File: config.mk
export PLATFORM = sky130hd
export DESIGN_NAME = ip_access_ctrl_flat
export DESIGN_NICKNAME = d
export VERILOG_FILES = /design/src/rtl/ip_pkg.sv /design/src/rtl/ip_access_ctrl_if.sv /design/src/rtl/ip_onehot_sel.sv /design/src/rtl/ip_access_ctrl.sv /design/src/flat_wrapper.sv
export SDC_FILE = /design/constraint.sdc
export NUM_CORES = 1
export LEC_CHECK = 0
export ABC_CLOCK_PERIOD_IN_PS = 3900
export CAP_MARGIN = 20
export CORE_ASPECT_RATIO = 2
export CORE_UTILIZATION = 40
export DETAILED_ROUTE_END_ITERATION = 12
export PLACE_DENSITY_LB_ADDON = 0.1
export SLEW_MARGIN = 20
export SYNTH_ARGS = -nofsm -noshare
export SYNTH_HDL_FRONTEND = slang
export SYNTH_SLANG_ARGS = --single-unit
File: constraint.sdc
create_clock -name clk -period 3.9 [get_ports clk]
set_input_delay 0.78 -clock clk [delete_from_list [all_inputs] [get_ports clk]]
set_output_delay 0.78 -clock clk [all_outputs]
set_load 0.005 [all_outputs]
File: src/rtl/ip_pkg.sv
// rtl/ip_pkg.sv - shared opcode, state and op-type definitions for the IP access controller
package ip_pkg;

    localparam logic [5:0] LWIP = 6'b111111;
    localparam logic [5:0] SWIP = 6'b111110;

    typedef logic [1:0] state_t;
    localparam state_t ST_IDLE   = 2'd0;
    localparam state_t ST_ACCESS = 2'd1;
    localparam state_t ST_DONE   = 2'd2;
    localparam state_t ST_ERR    = 2'd3;

    typedef enum logic {
        OP_LWIP = 1'b0,
        OP_SWIP = 1'b1
    } op_e;

endpackage

File: src/rtl/ip_access_ctrl_if.sv
// rtl/ip_access_ctrl_if.sv - CPU decode / memory / IP-bank signals of the IP access controller
interface ip_access_ctrl_if #(
    parameter int NUM_IP = 4
) ();
    logic              instr_valid;
    logic [5:0]        opcode;
    logic [4:0]        subopcode;
    logic [NUM_IP-1:0] ip_ack;
    logic              datarw;
    logic              dataena;
    logic [NUM_IP-1:0] IP_write;
    logic [NUM_IP-1:0] IP_read;
    logic              stall;
    logic              done;
    logic              err;

    modport master (
        output instr_valid, opcode, subopcode, ip_ack,
        input  datarw, dataena, IP_write, IP_read, stall, done, err
    );

    modport slave (
        input  instr_valid, opcode, subopcode, ip_ack,
        output datarw, dataena, IP_write, IP_read, stall, done, err
    );
endinterface

File: src/rtl/ip_onehot_sel.sv
// rtl/ip_onehot_sel.sv - N-wide one-hot decode of a 5-bit index, gated by enable
module ip_onehot_sel #(
    parameter int N = 4
) (
    input  logic [4:0]   sel_i,
    input  logic         en_i,
    output logic [N-1:0] onehot_o
);

    always_comb begin
        onehot_o = '0;
        for (int i = 0; i < N; i++) begin
            onehot_o[i] = en_i && (sel_i == 5'(i));
        end
    end

endmodule

File: src/rtl/ip_access_ctrl.sv
// rtl/ip_access_ctrl.sv - LWIP/SWIP decoder holding one IP access until ack or timeout
module ip_access_ctrl
    import ip_pkg::*;
#(
    parameter int NUM_IP  = 4,
    parameter int TIMEOUT = 16
) (
    input  logic            clk,
    input  logic            rst,
    ip_access_ctrl_if.slave bus
);

    localparam int CNT_W = $clog2(TIMEOUT + 1);

    state_t            state_q, state_d;
    logic [CNT_W-1:0]  cnt_q, cnt_d;
    op_e               op_q, op_d;
    logic [4:0]        sel_q, sel_d;

    logic              datarw_q, dataena_q, stall_q, done_q, err_q;
    logic [NUM_IP-1:0] ip_write_q, ip_read_q;
    logic [NUM_IP-1:0] ip_write_d, ip_read_d;
    logic              in_access_d;
    logic              ack_hit;
    logic              is_ip_op;

    // While in ACCESS exactly one strobe bit is set, and it marks the selected channel.
    assign ack_hit  = |(bus.ip_ack & (ip_write_q | ip_read_q));
    assign is_ip_op = (bus.opcode == LWIP) || (bus.opcode == SWIP);

    always_comb begin
        state_d = state_q;
        cnt_d   = cnt_q;
        op_d    = op_q;
        sel_d   = sel_q;
        case (state_q)
            ST_IDLE: begin
                if (bus.instr_valid && is_ip_op) begin
                    if (32'(bus.subopcode) < NUM_IP) begin
                        op_d    = (bus.opcode == LWIP) ? OP_LWIP : OP_SWIP;
                        sel_d   = bus.subopcode;
                        cnt_d   = '0;
                        state_d = ST_ACCESS;
                    end else begin
                        state_d = ST_ERR;
                    end
                end
            end
            ST_ACCESS: begin
                if (ack_hit) begin
                    state_d = ST_DONE;
                end else if (cnt_q == CNT_W'(TIMEOUT - 1)) begin
                    state_d = ST_ERR;
                end else begin
                    cnt_d = cnt_q + CNT_W'(1);
                end
            end
            default: state_d = ST_IDLE;
        endcase
    end

    assign in_access_d = (state_d == ST_ACCESS);

    // Strobes are decoded from next-state values so every output comes straight from a flop.
    ip_onehot_sel #(.N(NUM_IP)) u_write_sel (
        .sel_i    (sel_d),
        .en_i     (in_access_d && (op_d == OP_LWIP)),
        .onehot_o (ip_write_d)
    );

    ip_onehot_sel #(.N(NUM_IP)) u_read_sel (
        .sel_i    (sel_d),
        .en_i     (in_access_d && (op_d == OP_SWIP)),
        .onehot_o (ip_read_d)
    );

    always_ff @(posedge clk) begin
        if (rst) begin
            state_q    <= ST_IDLE;
            cnt_q      <= '0;
            op_q       <= OP_LWIP;
            sel_q      <= '0;
            datarw_q   <= 1'b0;
            dataena_q  <= 1'b0;
            stall_q    <= 1'b0;
            done_q     <= 1'b0;
            err_q      <= 1'b0;
            ip_write_q <= '0;
            ip_read_q  <= '0;
        end else begin
            state_q    <= state_d;
            cnt_q      <= cnt_d;
            op_q       <= op_d;
            sel_q      <= sel_d;
            datarw_q   <= in_access_d && (op_d == OP_SWIP);
            dataena_q  <= in_access_d;
            stall_q    <= in_access_d;
            done_q     <= (state_d == ST_DONE);
            err_q      <= (state_d == ST_ERR);
            ip_write_q <= ip_write_d;
            ip_read_q  <= ip_read_d;
        end
    end

    assign bus.datarw   = datarw_q;
    assign bus.dataena  = dataena_q;
    assign bus.stall    = stall_q;
    assign bus.done     = done_q;
    assign bus.err      = err_q;
    assign bus.IP_write = ip_write_q;
    assign bus.IP_read  = ip_read_q;

endmodule

File: src/flat_wrapper.sv
// flat-port wrapper written by rule: the top's interface ports become plain ports
module ip_access_ctrl_flat import ip_pkg::*;
#(
    parameter int NUM_IP  = 4,
    parameter int TIMEOUT = 16
)
  (clk, rst, bus_instr_valid, bus_opcode, bus_subopcode, bus_ip_ack, bus_datarw, bus_dataena, bus_IP_write, bus_IP_read, bus_stall, bus_done, bus_err);
  ip_access_ctrl_if #(.NUM_IP(NUM_IP)) bus_i ();
  input  logic clk;
  input  logic rst;
  input wire logic [$bits(bus_i.instr_valid)-1:0] bus_instr_valid;
  input wire logic [$bits(bus_i.opcode)-1:0] bus_opcode;
  input wire logic [$bits(bus_i.subopcode)-1:0] bus_subopcode;
  input wire logic [$bits(bus_i.ip_ack)-1:0] bus_ip_ack;
  output wire logic [$bits(bus_i.datarw)-1:0] bus_datarw;
  output wire logic [$bits(bus_i.dataena)-1:0] bus_dataena;
  output wire logic [$bits(bus_i.IP_write)-1:0] bus_IP_write;
  output wire logic [$bits(bus_i.IP_read)-1:0] bus_IP_read;
  output wire logic [$bits(bus_i.stall)-1:0] bus_stall;
  output wire logic [$bits(bus_i.done)-1:0] bus_done;
  output wire logic [$bits(bus_i.err)-1:0] bus_err;
  assign bus_i.instr_valid = bus_instr_valid;
  assign bus_i.opcode = bus_opcode;
  assign bus_i.subopcode = bus_subopcode;
  assign bus_i.ip_ack = bus_ip_ack;
  assign bus_datarw = bus_i.datarw;
  assign bus_dataena = bus_i.dataena;
  assign bus_IP_write = bus_i.IP_write;
  assign bus_IP_read = bus_i.IP_read;
  assign bus_stall = bus_i.stall;
  assign bus_done = bus_i.done;
  assign bus_err = bus_i.err;
  ip_access_ctrl #(.NUM_IP(NUM_IP), .TIMEOUT(TIMEOUT)) u_core (.clk(clk), .rst(rst), .bus(bus_i));
endmodule
# After elaboration in Yosys (flattened, before gate mapping)
# Cells that the tools add are included.
totals:
  reg_bits: 25
  input_bits: 18
classes:
  addsub: 1
  magnitude_cmp: 1
  n_eq_ne: 14
  muxes: 17
  bitwise: 3
  reduce_logical: 17
op_table:
  columns: ["cell", "n"]
  rows:
  - ["two-way mux 5 bit", 7]
  - ["equality test 6 bit, second input constant", 2]
  - ["logical AND 1 bit", 11]
  - ["equality test 5 x 2 -> 1 bit, second input constant", 2]
  - ["one-hot mux 5 bit (2 select lines)", 1]
  - ["two-way mux 2 bit", 4]
  - ["adder 5 x 1 -> 5 bit, second input constant", 1]
  - ["equality test 5 x 1 -> 1 bit, second input constant", 1]
  - ["equality test 5 x 4 -> 1 bit, second input constant", 1]
  - ["logical NOT 5 bit", 1]
  - ["less-than comparator 5 x 3 -> 1 bit, second input constant", 1]
  - ["AND reduction 5 bit", 1]
  - ["AND 4 bit", 1]
  - ["equality test 2 x 1 -> 1 bit, second input constant", 2]
  - ["equality test 2 bit, second input constant", 2]
  - ["two-way mux 1 bit", 4]
  - ["inequality test 2 x 1 -> 1 bit, second input constant", 2]
  - ["inequality test 2 bit, second input constant", 2]
  - ["bitwise OR 4 bit", 1]
  - ["one-hot mux 2 bit (2 select lines)", 1]
  - ["OR reduction 4 bit", 1]
  - ["logical NOT 2 bit", 1]
  - ["nonzero test 2 bit", 1]
  - ["logical OR 1 bit", 1]
  - ["inverter 1 bit", 1]

# Depth between registers and ports, before layout
# Gate-level depths: netlist of run 1.
depth:
  word_depth: 8
  mapped_depth: 7
  depth_no_buf: 6

# Cells and area by module
# Synthesis of run 1 repeated with hierarchy kept, for this count alone.
hier_totals:
  hier_cells: 122
  hier_area_um2: 1134.8
by_module_without_submodules:
  columns: ["module", "instances", "cells_each", "area_each_um2", "seq_area_each_um2"]
  rows:
  - ["ip_access_ctrl", 1, 110, 1032.2, 500.5]
  - ["ip_onehot_sel", 2, 6, 51.3, 0.0]

# Worst setup path after synthesis of run 1
# OpenSTA, ideal clock, no wires.
synth_path:
  path_type: "input to register"
  startpoint: "input bus_subopcode[3]"
  endpoint: "register u_core.ip_write_q[1] (netlist: u_core.bus.IP_write[1])"
  setup_time_ns: 0.141
  t_arrival_ns: 2.224
  required_time_ns: 3.759
  slack_ns: 1.535
  path_stages: 7
  n_path_buf: 3
  cell_sequence: "or3_1 -> buf_2 -> or3_1 -> buf_2 -> buf_6 -> a41oi_1 -> nor3_1"
synth_via:
  elab_chain_cells: 7
  elab_cells_between_ends: 15
  classes_between: "order compare: 1; eq/ne: 2; mux: 9; bitwise: 1; reduce/logical: 2"
synth_rtl:
  columns: ["element", "line", "source"]
  rows:
  - ["start, declared", "flat_wrapper.sv:13", "input wire logic [$bits(bus_i.subopcode)-1:0] bus_subopcode;"]
  - ["less-than comparator 5 x 3 -> 1 bit", "ip_access_ctrl.sv:39", "if (32'(bus.subopcode) < NUM_IP) begin"]
  - ["two-way mux 2 bit or two-way mux 1 bit (tied branches)", "ip_access_ctrl.sv:39", null]
  - ["two-way mux 2 bit or two-way mux 1 bit (tied branches)", "ip_access_ctrl.sv:38", "if (bus.instr_valid && is_ip_op) begin"]
  - ["one-hot mux 2 bit (2 select lines) or two-way mux 1 bit (tied branches)", "ip_access_ctrl.sv:36", "case (state_q)"]
  - ["equality test 2 x 1 -> 1 bit or inverter 1 bit (tied branches)", "ip_access_ctrl.sv:62, ip_access_ctrl.sv:67", null]
  - ["logical AND 1 bit", "ip_access_ctrl.sv:67", ".en_i (in_access_d && (op_d == OP_LWIP)),"]
  - ["logical AND 1 bit *", "ip_onehot_sel.sv:13", "onehot_o[i] = en_i && (sel_i == 5'(i));"]
  - ["end signal, assigned", "ip_access_ctrl.sv:100", "ip_write_q <= ip_write_d;"]
  - ["end, declared", "ip_access_ctrl.sv:21", "logic [NUM_IP-1:0] ip_write_q, ip_read_q;"]
# Mark *: on every way between the ends. The rest lies on a longest branch, timed or not.
# A chain may end at the register's enable or synchronous reset.

# Worst setup path after layout of run 1
# Ends and elaborated chain as after synthesis.

==> impl_metrics.csv, run 1 <==
group,metric,value,unit
yosys,syn-cell-area,0.00110,sq mm
clock_tree,ctsLongestPathBuffers,2,
worst_setup_path,path_max_fanout,13,
yosys,synth_cell_types,40,
clock_tree,cts_resized,0,
timing,fin_skew,0.00212,ns
layout,multi_input_comb_area,548,sq um
global_route,grt_pass1_wl,3.97,mm
timing,rsz0062_at_grt,"false",
timing,drv_slew,0,
worst_setup_path,timing.critical_path.to,"u_core.bus.IP_write[1]$_SDFF_PP0_",
clock_tree,clk_latency,0.26,ns
worst_setup_path,rr_endpoint,"u_core.bus.IP_write[1]$_SDFF_PP0_",
yosys,syn_inst,117,
layout,area_delta_synth_final,31.6,%
floorplan,dieArea,0.00299,sq mm
worst_setup_path,critPathKind,"primary input to flip-flop",
worst_setup_path,cp_num_cells,5,
layout,drive_gt1_share,8.90,%
clock_tree,clk_pin_slew,0.08,ns
worst_setup_path,worstRegToRegCells,4,
timing,slew_headroom,62.1,%
floorplan,core,0.00257,sq mm
layout,final_common_cell,"clkdlybuf4s50_1",
yosys,seq_area_frac_synth,45.4,%
yosys,ys.warnings.count,0,
placed_design,pre_cts_ws,0.943,ns
worst_setup_path,crit_path_frequent_cell,"or3_1",
worst_setup_path,path_delay_family,"simple AND/OR/NAND/NOR gates",
yosys,synth_top_cell_by_area,"dfxtp_1",
floorplan,io_pins,31,
yosys,syn_nets,137,
min_path,hold_class,"flip-flop to flip-flop",
clock_tree,cts_tree,"built",
clock_tree,clock-sinks,25,
layout,nNetsFinal,167,
floorplan,start_util,42.9,%
worst_setup_path,worstReg2RegStart,"u_core.state_q[0]$_SDFF_PP0_",
placed_design,hpwl,1.94,mm
worst_setup_path,rrSetupSlack,1.91,ns
worst_setup_path,critPathMaxStageDelay,0.63,ns
layout,regArea,500,sq um
layout,layout_common_cells,"clkdlybuf4s50_1 (30), dfxtp_1 (25), nand2_1 (10)",
run,maxCapViolations,0,
worst_setup_path,cp-end-kind,"flip-flop",
worst_setup_path,crit_arrival,2.82,ns
power,p_leak,0.508,nW
yosys,synth_top_area_share,45.4,%
drt,wirelength,2.48,mm
worst_setup_path,cp_num_buf_inv,1,
global_route,grt_pass1_vias,915,
yosys,avgSynthCellArea,9.43,sq um
global_route,overflow,0,
timing,setup_viol,0,
power,power_per_cell_area,301,mW/mm^2
clock_tree,htreeDepth,1,
clock_tree,cts_hold_buf,0,
timing,fin_ws,1.21,ns
drt,avgRoutedWirePerCell,14.2,microns
global_route,track_usage,18.2,%
drt,via_per_inst,5.71,
power,ir_drop,288,uV
drt,antenna_left,0,
yosys,synth_area_leaders,"dfxtp_1 (45%), nor3_2 (4.5%), nand2_1 (3.4%)",
clock_tree,cts_inserted_buffers,3,
timing,hold_violations,0,
timing,period_share,68.9,%
timing,max_freq,0.372,GHz
layout,finalNonFillerCells,174,
drt,drc,0,
drt,first_pass_iters,4,
placed_design,place_inst,170,
clock_tree,cts-root-buf,"clkbuf_8",
placed_design,io_buffer_count,30,
worst_setup_path,cp_slowest_cell,"or3_1",
worst_setup_path,critPathLaunch,"bus_subopcode[3]",
floorplan,num_rows,26,
layout,insertedDiodeCount,0,
timing,fin_crit,2.69,ns
yosys,yosys_register_bits,25,
drt,vias,994,
drt,first_iter_violations,19,
layout,nFillCells,257,
global_route,antenna_found_initial,0,
run_status,run_status,"complete, no violations",
timing,fin_tns_setup,0,ns
timing,tightest_slew,0.568,ns
placed_design,gp_congestion,0.739,
floorplan,die_h,76.3,microns
worst_setup_path,critPathLaunchType,"primary input",
global_route,grt_max_degree,15,
floorplan,die_w,39.1,microns
worst_setup_path,worstPathCellList,"clkdlybuf4s50_1, or3_1, or3_1, mux2i_1, nor3_1",
worst_setup_path,worstPathRequired,4.03,ns
clock_tree,cts_setup_buffers,0,
==> cells by family (layout without fill, tap and decap cells) <==
family,Yosys count,count (layout),share of synthesized area [%]
and+or+nand+nor,51,51,28.0
DFF,25,25,45.4
AOI/OAI and AO/OA,24,24,15.2
buffers and inverters,11,40,4.99
muxes,4,4,4.19
adders and majority gates,2,2,2.27
==> final cells by class <==
class / instances / area share (%)
flip-flops and latches: 25 / 34.5
clock buffers: 3 / 2.84
repair buffers: 30 / 20.7
inverters: 6 / 1.55
multi-input cells: 81 / 37.7
well taps: 28 / 2.41
clock inverters: 1 / 0.345
==> through the flow <==
step                total power [mW]  hold slack, ns  cell area (sq um)  util, %
CTS                            0.444           0.495               1450     56.5
global route                   0.455           0.523               1450     56.5
global placement               0.293           0.461               1410     54.7
detailed placement             0.293           0.482               1410     54.7
finish                         0.437           0.496               1450     56.5
floorplan                      0.272           0.447               1100        -
==> how the worst min path moves through the flow <==
stage | endpoint | slack (ns) | depth (start not counted) | start
floorplan | u_core.cnt_q[3]$_SDFFE_PP0P_ | 0.45 | 2 | u_core.cnt_q[3]$_SDFFE_PP0P_
global placement | u_core.cnt_q[3]$_SDFFE_PP0P_ | 0.46 | 2 | u_core.cnt_q[3]$_SDFFE_PP0P_
detailed placement | u_core.cnt_q[1]$_SDFFE_PP0P_ | 0.48 | 2 | u_core.cnt_q[1]$_SDFFE_PP0P_
CTS | u_core.cnt_q[1]$_SDFFE_PP0P_ | 0.49 | 2 | u_core.cnt_q[1]$_SDFFE_PP0P_
global route | u_core.cnt_q[2]$_SDFFE_PP0P_ | 0.52 | 2 | u_core.cnt_q[2]$_SDFFE_PP0P_
finish | u_core.cnt_q[1]$_SDFFE_PP0P_ | 0.50 | 2 | u_core.cnt_q[1]$_SDFFE_PP0P_
==> layer usage <==
metal  GRT usage (%)  up-vias  part of all wire, %
met2            33.3       29                   58
met4            7.24        0                  1.7
li1                -      489                    -
met1            19.1      472                   37
met3            1.75        4                  3.7
met5               0        -                    0
==> state kept, by name, indices dropped and copies added, names as in the netlist <==
register and flops:
u_core.bus.done 1, u_core.state_q 2, u_core.bus.datarw 1, u_core.sel_q 5
u_core.op_q 1, u_core.bus.IP_read 4, u_core.bus.dataena 1, u_core.bus.err 1
u_core.cnt_q 5, u_core.bus.IP_write 4
==> power by group <==
part | internal (mW) | switching [mW] | leakage [nW] | total [mW]
Sequential | 0.256 | 0.000481 | 0.201 | 0.256
Clock | 0.0713 | 0.0780 | 0.0255 | 0.149
Combinational | 0.0190 | 0.0123 | 0.281 | 0.0313
==> synthesized netlist by cell type, drive strengths merged <==
master,number
and3,4
nor3,11
nor2,4
nor4bb,1
nand4bb,1
buf,4
o31a,1
and4,2
mux2,2
nand2b,4
a41oi,2
nor4,4
o31ai,2
or4,2
nand4,2
inv,5
dfxtp,25
mux2i,2
nor2b,1
a31oi,1
o21a,1
nand3,2
or3,3
a211oi,1
nand2,10
clkinv,1
o21ai,6
a21oi,7
ha,2
o311ai,1
clkbuf,1
o2111ai,1
a32oi,1
==> worst register-to-register path, cell delays in order (launching register included) <==
cell and delay, ns:
dfxtp_1 0.34, nand4bb_1 0.36, or3_1 0.62, mux2i_1 0.43, nor3_1 0.11
(Power assumes the default switching activity.)
==> inputs of run 2 (changes only) <==
--- a/config.mk
+++ b/config.mk
@@ -5,7 +5,7 @@
 export SDC_FILE = /design/constraint.sdc
 export NUM_CORES = 1
 export LEC_CHECK = 0
-export ABC_CLOCK_PERIOD_IN_PS = 3900
+export ABC_CLOCK_PERIOD_IN_PS = 2300
 export CAP_MARGIN = 20
 export CORE_ASPECT_RATIO = 2
 export CORE_UTILIZATION = 40
==> constraint.sdc (replaced) <==
create_clock -name clk -period 2.3 [get_ports clk]
set_input_delay 0.46 -clock clk [delete_from_list [all_inputs] [get_ports clk]]
set_output_delay 0.46 -clock clk [all_outputs]
set_load 0.005 [all_outputs]
==> impl_metrics.csv, run 2 (synthesis results as in run 1) <==
group,metric,value,unit
clock_tree,clk_pin_slew,0.08,ns
power,seq_power_share,58.0,%
drt,wirelength,2.54,mm
worst_setup_path,worstReg2RegStart,"u_core.cnt_q[0]$_SDFFE_PP0P_",
clock_tree,cts_inserted_buffers,3,
drt,first_iter_violations,24,
drt,via_per_inst,5.58,
worst_setup_path,critPathLaunchType,"primary input",
layout,regArea,500,sq um
run_status,run_status,"complete, no violations",
layout,layout_common_cells,"clkdlybuf4s50_1 (30), dfxtp_1 (25), nand2_1 (10), buf_4 (10), a21oi_1 (7)",
floorplan,core,0.00257,sq mm
timing,slew_headroom,72.6,%
power,power_per_cell_area,489,mW/mm^2
run,maxCapViolations,0,
timing,fin_tns_setup,0,ns
floorplan,num_rows,26,
worst_setup_path,critPathLaunch,"bus_subopcode[3]",
worst_setup_path,worstPathRequired,2.48,ns
timing,drv_slew,0,
min_path,hold_class,"flip-flop to flip-flop",
placed_design,hpwl,2.11,mm
layout,insertedDiodeCount,0,
power,p_sw_share,20.9,%
worst_setup_path,crit_arrival,2.34,ns
floorplan,dieArea,0.00299,sq mm
drt,first_pass_iters,4,
clock_tree,clock-sinks,25,
power,p_switching,156,uW
timing,max_freq,0.463,GHz
clock_tree,cts-root-buf,"clkbuf_8",
timing,tightest_slew,0.408,ns
worst_setup_path,path_max_fanout,8,
timing,fin_ws,0.142,ns
placed_design,dpl_cell_area,0.00148,sq mm
global_route,grt_pass1_vias,1055,
clock_tree,clk_latency,0.26,ns
global_route,track_usage,20.0,%
worst_setup_path,critPathKind,"primary input to flip-flop",
clock_tree,ctsLongestPathBuffers,2,
floorplan,die_h,76.3,microns
floorplan,die_w,39.1,microns
clock_tree,cts_hold_buf,0,
layout,final_common_cell,"clkdlybuf4s50_1",
global_route,grt_max_degree,16,
placed_design,io_buffer_count,30,
timing,hold_violations,0,
power,clkPwrFrac,34.1,%
clock_tree,cts_setup_buffers,0,
layout,drive_gt1_share,14.7,%
power,ir_drop,298,uV
layout,final_util,59.5,%
floorplan,io_pins,31,
min_path,holdCritStartpoint,"u_core.cnt_q[3]$_SDFFE_PP0P_",
layout,nNetsFinal,177,
timing,rsz0062_at_grt,"false",
clock_tree,cts_resized,0,
power,p_comb_share,7.8,%
global_route,grt_pass1_wl,4.35,mm
global_route,antenna_found_initial,0,
layout,area_delta_synth_final,38.7,%
layout,final_cell_area,0.00153,sq mm
drt,avgRoutedWirePerCell,13.8,microns
floorplan,start_util,42.9,%
layout,reg_top3,"u_core.cnt_q: 5 flops, u_core.sel_q: 5 flops",
timing,period_share,93.8,%
placed_design,gp_congestion,0.786,
layout,multi_input_comb_area,548,sq um
timing,setup_viol,0,
power,p_int,592,uW
drt,antenna_left,0,
drt,drc,0,
drt,vias,1027,
timing,fin_skew,0.00107,ns
power,finalPower,749,uW
worst_setup_path,cp-end-kind,"flip-flop",
clock_tree,cts_tree,"built",
global_route,overflow,0,
timing,fin_crit,2.16,ns
power,p_leak,0.547,nW
placed_design,pre_cts_ws,-0.120,ns
layout,nFillCells,246,
clock_tree,htreeDepth,1,
-- run 2: cell types whose count changed in the layout (fill, tap and decap cells not counted) --
cell,change
buf_4,+10
clkinvlp_4,+1
clkinv_2,-1
-- run 2: area by class of cell --
| cell class | instances | share of cell area [%] |
|---|---|---|
| sequential | 25 | 32.7 |
| clock buffer | 3 | 2.70 |
| tap | 28 | 2.29 |
| inverter | 6 | 1.47 |
| multi-input combinational | 81 | 35.8 |
| timing repair buffer | 40 | 24.5 |
| clock inverter | 1 | 0.491 |
-- run 2: path summary, 6_finish.rpt --
kind                                       to  cells after the start  slack, ns
max          u_core.bus.IP_read[3]$_SDFF_PP0_                      5       0.14
min reg2reg      u_core.cnt_q[3]$_SDFFE_PP0P_                      2       0.48
max reg2reg      u_core.cnt_q[3]$_SDFFE_PP0P_                      6       0.42
min              u_core.cnt_q[3]$_SDFFE_PP0P_                      2       0.48
-- run 2: routing by layer --
metal / vias up / global-route usage (%) / wire (microns)
met1: 491 / 20.6 / 963
met4: 0 / 8.62 / 48
met5: - / 0 / 0
met2: 21 / 36.8 / 1470
met3: 4 / 1.75 / 62
li1: 511 / - / -
-- run 2: metrics by stage --
| step | hold WS (ns) | instances |
|---|---|---|
| finish | 0.480 | 184 |
| global route | 0.517 | 184 |
| CTS | 0.482 | 184 |
| detailed placement | 0.468 | 180 |
| global placement | 0.461 | 180 |
| floorplan | 0.447 | 117 |
-- run 2: worst max-delay path, cell delays in order --
cell	delay, ns
clkdlybuf4s50_1	0.39
or3_1	0.38
or3_1	0.53
mux2_4	0.40
nor3_2	0.19
-- run 2: power groups by stage --
stage	combinational [mW]	clock, mW	sequential (mW)
2_1_floorplan	0.0173	0	0.444
3_3_place_gp	0.0577	0	0.444
3_5_place_dp	0.0587	0	0.444
4_1_cts	0.0591	0.265	0.434
5_1_grt	0.0640	0.282	0.435
6_report	0.0587	0.256	0.434
==> inputs of run 3 (changes only) <==
--- a/config.mk
+++ b/config.mk
@@ -8,7 +8,7 @@
 export ABC_CLOCK_PERIOD_IN_PS = 2300
 export CAP_MARGIN = 20
 export CORE_ASPECT_RATIO = 2
-export CORE_UTILIZATION = 40
+export CORE_UTILIZATION = 42
 export DETAILED_ROUTE_END_ITERATION = 12
 export PLACE_DENSITY_LB_ADDON = 0.1
 export SLEW_MARGIN = 20
==> impl_metrics.csv, run 3 (synthesis results as in run 1) <==
group,metric,value,unit
drt,antenna_left,0,
clock_tree,cts_setup_buffers,0,
clock_tree,clk_pin_slew,0.09,ns
floorplan,start_util,44.1,%
clock_tree,cts_hold_buf,0,
clock_tree,cts_inserted_buffers,3,
clock_tree,clk_latency,0.28,ns
power,ir_drop,357,uV
drt,vias,1050,
layout,insertedDiodeCount,0,
worst_setup_path,crit_path_frequent_cell,"or3_1",
drt,avgRoutedWirePerCell,14.4,microns
timing,rsz0062_at_grt,"false",
clock_tree,cts-root-buf,"clkbuf_8",
timing,setup_viol,0,
clock_tree,htreeDepth,1,
layout,layout_common_cells,"clkdlybuf4s50_1 (30), dfxtp_1 (25), buf_4 (11)",
global_route,overflow,0,
layout,nNetsFinal,178,
run,maxCapViolations,0,
floorplan,dieArea,0.00285,sq mm
timing,fin_crit,2.16,ns
drt,first_pass_iters,4,
worst_setup_path,path_delay_family,"simple AND/OR/NAND/NOR gates",
placed_design,io_buffer_count,30,
drt,via_per_inst,5.68,
power,power_per_cell_area,497,mW/mm^2
drt,drc,0,
power,p_leak,0.554,nW
global_route,antenna_found_initial,0,
worst_setup_path,critPathLaunchType,"primary input",
layout,nFillCells,240,
timing,tightest_slew,0.407,ns
floorplan,io_pins,31,
run_status,run_status,"complete, no violations",
worst_setup_path,critPathKind,"primary input to flip-flop",
worst_setup_path,cp_num_buf_inv,1,
timing,max_freq,0.464,GHz
layout,reg_top3,"u_core.cnt_q: 5 flops, u_core.sel_q: 5 flops",
floorplan,num_rows,26,
global_route,grt_pass1_vias,995,
worst_setup_path,worstPathRequired,2.46,ns
drt,wirelength,2.66,mm
global_route,grt_max_degree,16,
placed_design,hpwl,2.10,mm
drt,first_iter_violations,24,
timing,period_share,93.7,%
floorplan,core,0.00250,sq mm
timing,hold_violations,0,
layout,area_delta_synth_final,39.3,%
timing,slew_headroom,72.6,%
clock_tree,ctsLongestPathBuffers,2,
timing,hold_ws,0.492,ns
min_path,hold_class,"flip-flop to flip-flop",
global_route,track_usage,21.4,%
clock_tree,clock-sinks,25,
timing,fin_skew,0.00556,ns
worst_setup_path,crit_arrival,2.32,ns
timing,fin_tns_setup,0,ns
worst_setup_path,worstPathCellList,"clkdlybuf4s50_1, or3_1, or3_1, a41oi_1, nor3_1",
clock_tree,cts_resized,0,
layout,drive_gt1_share,15.3,%
timing,drv_slew,0,
worst_setup_path,path_max_fanout,10,
clock_tree,cts_tree,"built",
layout,final_common_cell,"clkdlybuf4s50_1",
global_route,grt_pass1_wl,4.28,mm
floorplan,die_w,38.2,microns
floorplan,die_h,74.5,microns
worst_setup_path,critPathMaxStageDelay,0.55,ns
worst_setup_path,cp-end-kind,"flip-flop",
placed_design,gp_congestion,0.824,
worst_setup_path,cp_slowest_cell,"or3_1",
==> run 3: cell count changes in the layout (fill, tap and decap cells not counted) <==
cell | previous run | this run
buf_4 | 10 | 11
==> run 3: routing by layer <==
metal | track usage, % | vias to the layer above | wire length (microns)
met3 | 2.09 | 5 | 120
met1 | 23.5 | 497 | 1000
met2 | 38.4 | 35 | 1470
li1 | - | 513 | -
met5 | 0 | - | 0
met4 | 10.7 | 0 | 57
==> run 3: path summary, 6_finish.rpt <==
kind              depth (start not counted)                                 to                         start  slack (ns)
hold / removal                            2       u_core.cnt_q[1]$_SDFFE_PP0P_  u_core.cnt_q[1]$_SDFFE_PP0P_        0.49
setup / recovery                          5  u_core.bus.IP_write[1]$_SDFF_PP0_              bus_subopcode[3]        0.15
setup reg to reg                          6       u_core.cnt_q[3]$_SDFFE_PP0P_  u_core.cnt_q[0]$_SDFFE_PP0P_        0.42
hold reg to reg                           2       u_core.cnt_q[1]$_SDFFE_PP0P_  u_core.cnt_q[1]$_SDFFE_PP0P_        0.49
==> run 3: worst reg2reg max path, stage by stage (launching register included) <==
cell and delay (ns):
dfxtp_1 0.34, ha_1 0.22, and3_1 0.19, ha_1 0.19, nand2b_1 0.23, or4_1 0.50
a21oi_1 0.14
==> run 3: cell type report <==
cell class | instances | area [sq um] | share of cell area (%)
multi-input combinational | 81 | 548 | 35.6
sequential | 25 | 500 | 32.5
timing repair buffer | 41 | 383 | 24.9
clock buffer | 3 | 41.3 | 2.69
tap | 28 | 35.0 | 2.28
inverter | 6 | 22.5 | 1.46
clock inverter | 1 | 7.51 | 0.488
==> run 3: stage by stage <==
step	worst slack, ns	cell area [sq um]	total power, mW	utilization, %	std cells
floorplan	0.255	1100	0.462	-	117
global placement	-0.101	1490	0.502	59.4	181
detailed placement	-0.169	1490	0.504	59.4	181
CTS	0.143	1540	0.767	61.4	185
global route	0.0545	1540	0.789	61.4	185
finish	0.145	1540	0.764	61.4	185
==> run 3: power breakdown <==
part	switching [mW]	internal [mW]	leakage [nW]
clock	0.147	0.123	0.0217
sequential	0.000799	0.434	0.201
combinational	0.0222	0.0368	0.331
